**src/rtl/single_port_mem.sv**
```systemverilog
// Single-port synchronous RAM: one read or one write per clock, write-through dout.
// Latency: read data appears on dout one clock after the address is presented.
// Backpressure: none; an access is accepted on every rising edge.
module single_port_mem #(
    parameter int ADDR_W = 8,
    parameter int DATA_W = 16,
    parameter int DEPTH  = 2**ADDR_W
) (
    input  logic              clock,
    input  logic              rst_n,
    input  logic [ADDR_W-1:0] address,
    input  logic [DATA_W-1:0] din,
    input  logic              wen,
    output logic [DATA_W-1:0] dout
);

    // Storage is deliberately left without reset so it maps onto plain RAM
    // and keeps its contents across a reset pulse.
    logic [DATA_W-1:0] mem [DEPTH];

    // Memory write: only on an active (non-reset) edge with wen high.
    always_ff @(posedge clock) begin
        if (rst_n && wen) begin
            mem[address] <= din;
        end
    end

    // Output register: zero on reset, write-through on writes, old contents on reads.
    always_ff @(posedge clock) begin
        if (!rst_n) begin
            dout <= '0;
        end else if (wen) begin
            dout <= din;
        end else begin
            dout <= mem[address];
        end
    end

endmodule

```
**config.mk**
```make
export PLATFORM = sky130hd
export DESIGN_NAME = single_port_mem
export DESIGN_NICKNAME = d
export VERILOG_FILES = /design/src/rtl/single_port_mem.sv
export SDC_FILE = /design/constraint.sdc
export NUM_CORES = 2
export LEC_CHECK = 0
export BUFFER_PORTS_ARGS = -buffer_cell sky130_fd_sc_hd__buf_2
export CORE_MARGIN = 5
export CORE_UTILIZATION = 60
export CTS_CLUSTER_DIAMETER = 120
export DETAILED_ROUTE_END_ITERATION = 10
export PLACE_DENSITY = 0.76
export SETUP_SLACK_MARGIN = 0.05
export SKIP_CTS_REPAIR_TIMING = 1
export SYNTH_ARGS = -nofsm -noshare
export SYNTH_HDL_FRONTEND = slang
export SYNTH_SLANG_ARGS = --single-unit
```
**constraint.sdc**
```tcl
create_clock -name clock -period 8.3 [get_ports clock]
set_clock_uncertainty 0.1 [all_clocks]
set_input_delay 2.49 -clock clock [delete_from_list [all_inputs] [get_ports clock]]
set_output_delay 2.49 -clock clock [all_outputs]
set_load 0.05 [all_outputs]
```
-- Yosys cells after proc, flatten, opt, wreduce, memory -nomap -nowiden
Memory sizes are Yosys's and may differ from the RTL's. A register that Yosys moved wholly into a read port is not among the register bits.
Cells that the tools add are included.
- register bits: 0
- RAM bits: 4096
- input bits: 27
- output and inout bits: 16
- word-level logic and storage cells: 5
- memories kept: 1
- memory list (memory ; depth ; bits a word ; rd ports ; clocked after Yosys merged registers in ; wr ports ; RTL line ; source):
    mem ; 256 ; 16 ; 1 ; 1 ; 1 ; 19 ; logic [DATA_W-1:0] mem [DEPTH];
- multiplexer cells: 2
- reduce and logical (&&, ||, !) cells: 2
- operators by type and width (cell ; count):
    two-way mux 1 bit ; 2
    logical AND 1 bit ; 1
    zero test 1 bit ; 1

-- Logic depth before layout (Yosys ltp)
- word-level depth: 3
- gate-level depth with buffers: 13
- mapped depth without buffers: 7

-- Least setup slack after synthesis
Ideal clock, no wire load.
- path kind: input to register
- from: input port address[0]
- to: memory mem[148][0], enable pin
- setup time: 0.409 ns
- arrival time: 5.244 ns
- data required time: 7.791 ns
- setup slack: 2.547 ns
- cell stages on the path: 10
- path buffers: 8
- path through: buf_6 > buf_12 > buf_8 > buf_12 > buf_8 > buf_4 > buf_2 > or2_2 > clkbuf_1 > nor3_1
- RTL lines (what ; RTL line ; source):
    start: declaration ; 11 ; input logic [ADDR_W-1:0] address,
    end: declaration ; 19 ;
No word-level cell before the write port.

==> results.rst <==
.. list-table::
   :header-rows: 1

   * - Metric
     - Value
   * - First-pass GRT wire length
     - 610000 microns
   * - Gp weighted congestion
     - 0.977
   * - Post-layout util
     - 67.4%
   * - Summed instance area of the synthesized netlist
     - 157000 sq um
   * - Share of the cycle needed by the critical path after routing
     - 78.2%
   * - Number of clock sinks
     - 4112
   * - TritonCTS clock tree
     - yes
   * - Placed Instances
     - 10800
   * - CTS Root Cell
     - sky130_fd_sc_hd__clkbuf_16
   * - Minimum period implied by the final worst setup slack
     - 6490 ps
   * - Sequential cell area fraction in the yosys report
     - 78.4%
   * - Global route overflow
     - 0
   * - Setup TNS
     - 0 ps
   * - Post-DR vias/cell
     - 7.10
   * - Initial core utilization
     - 60.1%
   * - Synthesis-to-layout area growth
     - 12.1%
   * - Yosys warning count
     - 0
   * - Number of rows created at floorplan
     - 188
   * - Non-Filler Instances
     - 11500
   * - Number of instances in the synthesized netlist
     - 7177
   * - Number of fillers in the final layout
     - 15500
   * - Maximum fanout along the worst path
     - 42
   * - Fraction of synthesis flops using an asynchronous set or reset pin
     - 0%
   * - Nature of the critical path endpoint
     - flip-flop
   * - Drt first-iter violations
     - 14300
   * - Half-perimeter wire length after detailed placement
     - 255000 microns
   * - Leakage
     - 55.5 nW
   * - Startpoint type of the worst setup path
     - primary input
   * - CTS H-tree lvls
     - 5
   * - Max-capacitance violation count
     - 4
   * - Count of pins over their slew limit
     - 8
   * - Full die area
     - 272000 sq um
   * - Worst slew margin
     - -7.90%
   * - I/O pin count
     - 43
   * - Die Height
     - 522 microns
   * - Insertion delay to the later sink of the worst-skew pair
     - 940 ps
   * - RSZ-0062 raised after global routing
     - false
   * - Failing checks
     - max-capacitance violations, max-slew violations
   * - Max VDD drop
     - 170 uV
   * - Number of nets still failing antenna checks after routing
     - 0
   * - Number of synthesized flops with an enable pin
     - 4096
   * - Vias post-DR
     - 81700
   * - Critical path start-end classification
     - primary input to flip-flop
   * - Hold/Removal Path Class
     - flip-flop to flip-flop
   * - Cell-by-cell listing of the critical path
     - buf_4 -> buf_4 -> nand3b_1 -> buf_4 -> o22a_1 -> o221ai_1 -> nor4_1 -> a311oi_1 -> o22ai_1
   * - Most frequent standard cell in the layout excluding fill and tap cells
     - sky130_fd_sc_hd__edfxtp_1
   * - Initial antenna violation count
     - 36
   * - CP Data Required Time
     - 8930 ps
   * - Number of buffers created by CTS
     - 392
   * - Area leader, netlist
     - sky130_fd_sc_hd__edfxtp_1
   * - Footprint of the multi-input gates
     - 31700 sq um
   * - Cell type with the highest occurrence count on the critical path
     - sky130_fd_sc_hd__buf_4
   * - Fin. Hold Viols
     - 0
   * - Prevailing post-synth register cell
     - sky130_fd_sc_hd__edfxtp_1
   * - Final setup vio count
     - 0
   * - Total power divided by cell area
     - 242 nW/um^2
   * - Result of the run
     - complete, but fails checks
   * - Average wire per standard cell
     - 37.5 microns
   * - Total wirelength of the detailed-routed design
     - 431000 microns
   * - Cell with the largest stage delay on the worst path
     - sky130_fd_sc_hd__a311oi_1
   * - Total DRC errors in the routed layout
     - 0
   * - Area of all sequential standard cells
     - 123000 sq um
   * - Worst path max stage delay
     - 1160 ps
   * - Core Box Area
     - 262000 sq um
   * - Share of layout cells above drive strength 1
     - 25.3%
   * - Global routing usage summed across all routing layers
     - 31.7%
   * - Length of the first detailed-routing pass in iterations
     - 6
   * - Number of distinct standard cells referenced by the synthesized netlist
     - 66
   * - Clock Tree Buf Depth
     - 4
   * - Worst hold margin
     - 902 ps
   * - Transition time at the pin with the least slew margin
     - 1600 ps
   * - Leading post-synthesis cells by cell area
     - sky130_fd_sc_hd__edfxtp_1 (78%), sky130_fd_sc_hd__mux4_2 (12%), sky130_fd_sc_hd__mux2i_1 (2.1%)
   * - Achievable Freq
     - 154 MHz
   * - Pin count of the biggest net entering global routing
     - 158
   * - Via count of the first global-routing pass
     - 81100
   * - Syn nets
     - 7204
   * - Die Wd
     - 522 microns
   * - Post-synthesis area per instance
     - 21.9 sq um
   * - Number of synthesized register bits
     - 4112
   * - Portion of synthesized cell area occupied by the leading cell type
     - 78.2%
   * - Net count, final
     - 7681
   * - Number of I/O port buffers
     - 42
   * - Data arrival at the endpoint of the critical path
     - 7120 ps
   * - Most frequent cells in the layout
     - sky130_fd_sc_hd__edfxtp_1 (4096), sky130_fd_sc_hd__mux4_2 (867), sky130_fd_sc_hd__buf_4 (458), sky130_fd_sc_hd__clkbuf_16 (401), sky130_fd_sc_hd__mux2i_1 (335)
   * - Worst-path clk slew
     - 60 ps
==> final cells by class <==
type,count,share of cell area (%)
flip-flops and latches,4112,70.0
multi-input cells,2621,18.0
clock buffers,481,5.90
well taps,3515,2.49
repair buffers,521,2.42
clock inverters,218,1.21
diodes,27,0.0383
inverters,6,0.0128
==> worst max-delay path: cells and delay by family <==
kind	cells	cell delay, ps
buf+inv	3	1670
compound gates	4	1770
simple gates	2	1090
==> per-stage QoR <==
stage	power, mW	cell area [sq um]	worst slack (ps)
after floorplan	24.4	157000	2550
after global placement	25.3	164000	1160
after detailed placement	25.3	164000	1160
after CTS	42.7	176000	2100
after global routing	43.7	176000	1950
final	42.6	176000	1810
==> registers in the layout, summed over array words and instances (netlist names) <==
signal / flops
mem: 4096
dout: 16
==> synthesized netlist by cell type, types with 11 or more instances <==
cell,n
sky130_fd_sc_hd__o22a_1,21
sky130_fd_sc_hd__nand3_1,39
sky130_fd_sc_hd__clkbuf_1,186
sky130_fd_sc_hd__o211ai_1,23
sky130_fd_sc_hd__or3_1,17
sky130_fd_sc_hd__a221oi_1,69
sky130_fd_sc_hd__mux4_2,867
sky130_fd_sc_hd__buf_2,95
sky130_fd_sc_hd__o221ai_1,21
sky130_fd_sc_hd__a22o_1,18
sky130_fd_sc_hd__o21ai_0,82
sky130_fd_sc_hd__nand2_1,81
sky130_fd_sc_hd__a21oi_1,40
sky130_fd_sc_hd__o22ai_1,251
sky130_fd_sc_hd__nand2b_1,11
sky130_fd_sc_hd__or4_1,12
sky130_fd_sc_hd__dfxtp_1,16
sky130_fd_sc_hd__nor3_1,77
sky130_fd_sc_hd__buf_4,75
sky130_fd_sc_hd__nor2_1,327
sky130_fd_sc_hd__nor4_1,40
sky130_fd_sc_hd__a31oi_1,37
sky130_fd_sc_hd__mux2_2,11
sky130_fd_sc_hd__buf_6,49
sky130_fd_sc_hd__a211oi_1,14
sky130_fd_sc_hd__edfxtp_1,4096
sky130_fd_sc_hd__a2111oi_0,15
sky130_fd_sc_hd__a22oi_1,85
sky130_fd_sc_hd__mux2i_1,335
sky130_fd_sc_hd__buf_1,23
sky130_fd_sc_hd__nor2b_1,15
==> routing by layer <==
| layer | part of all wire [%] | GRT usage, % | wire, microns |
|---|---|---|---|
| met4 | 5.6 | 14.4 | 24000 |
| met2 | 46 | 47.5 | 198000 |
| met5 | 0.029 | 0 | 125 |
| met1 | 33 | 43.4 | 144000 |
| met3 | 15 | 10.1 | 65300 |
==> report_power, final <==
group          total, mW  leakage [nW]  internal, mW  switching, mW
Sequential          22.9          36.9          22.9         0.0241
Clock               17.7          6.13          10.1           7.56
Combinational       2.06          12.4         0.640           1.42
==> path summary, 6_finish.rpt <==
| kind | startpoint | endpoint | slack, ps | depth (start not counted) |
|---|---|---|---|---|
| min reg2reg | mem[157][2] | dout[2] | 900 | 4 |
| max | address[2] | dout[4] | 1810 | 9 |
| max reg2reg | mem[201][1] | dout[1] | 4300 | 6 |
| min | mem[157][2] | dout[2] | 900 | 4 |
==> logic make-up (layout without fill, tap and decap cells) <==
| logic type | count (synthesis) | in the layout | synth area share (%) |
|---|---|---|---|
| compound gates | 734 | 734 | 3.25 |
| buf+inv | 444 | 1226 | 1.64 |
| flops | 4112 | 4112 | 78.4 |
| mux | 1217 | 1217 | 14.7 |
| other cells | 0 | 27 | 0 |
| simple gates | 670 | 670 | 1.98 |
No activity file was read; power rests on OpenSTA's default activity.
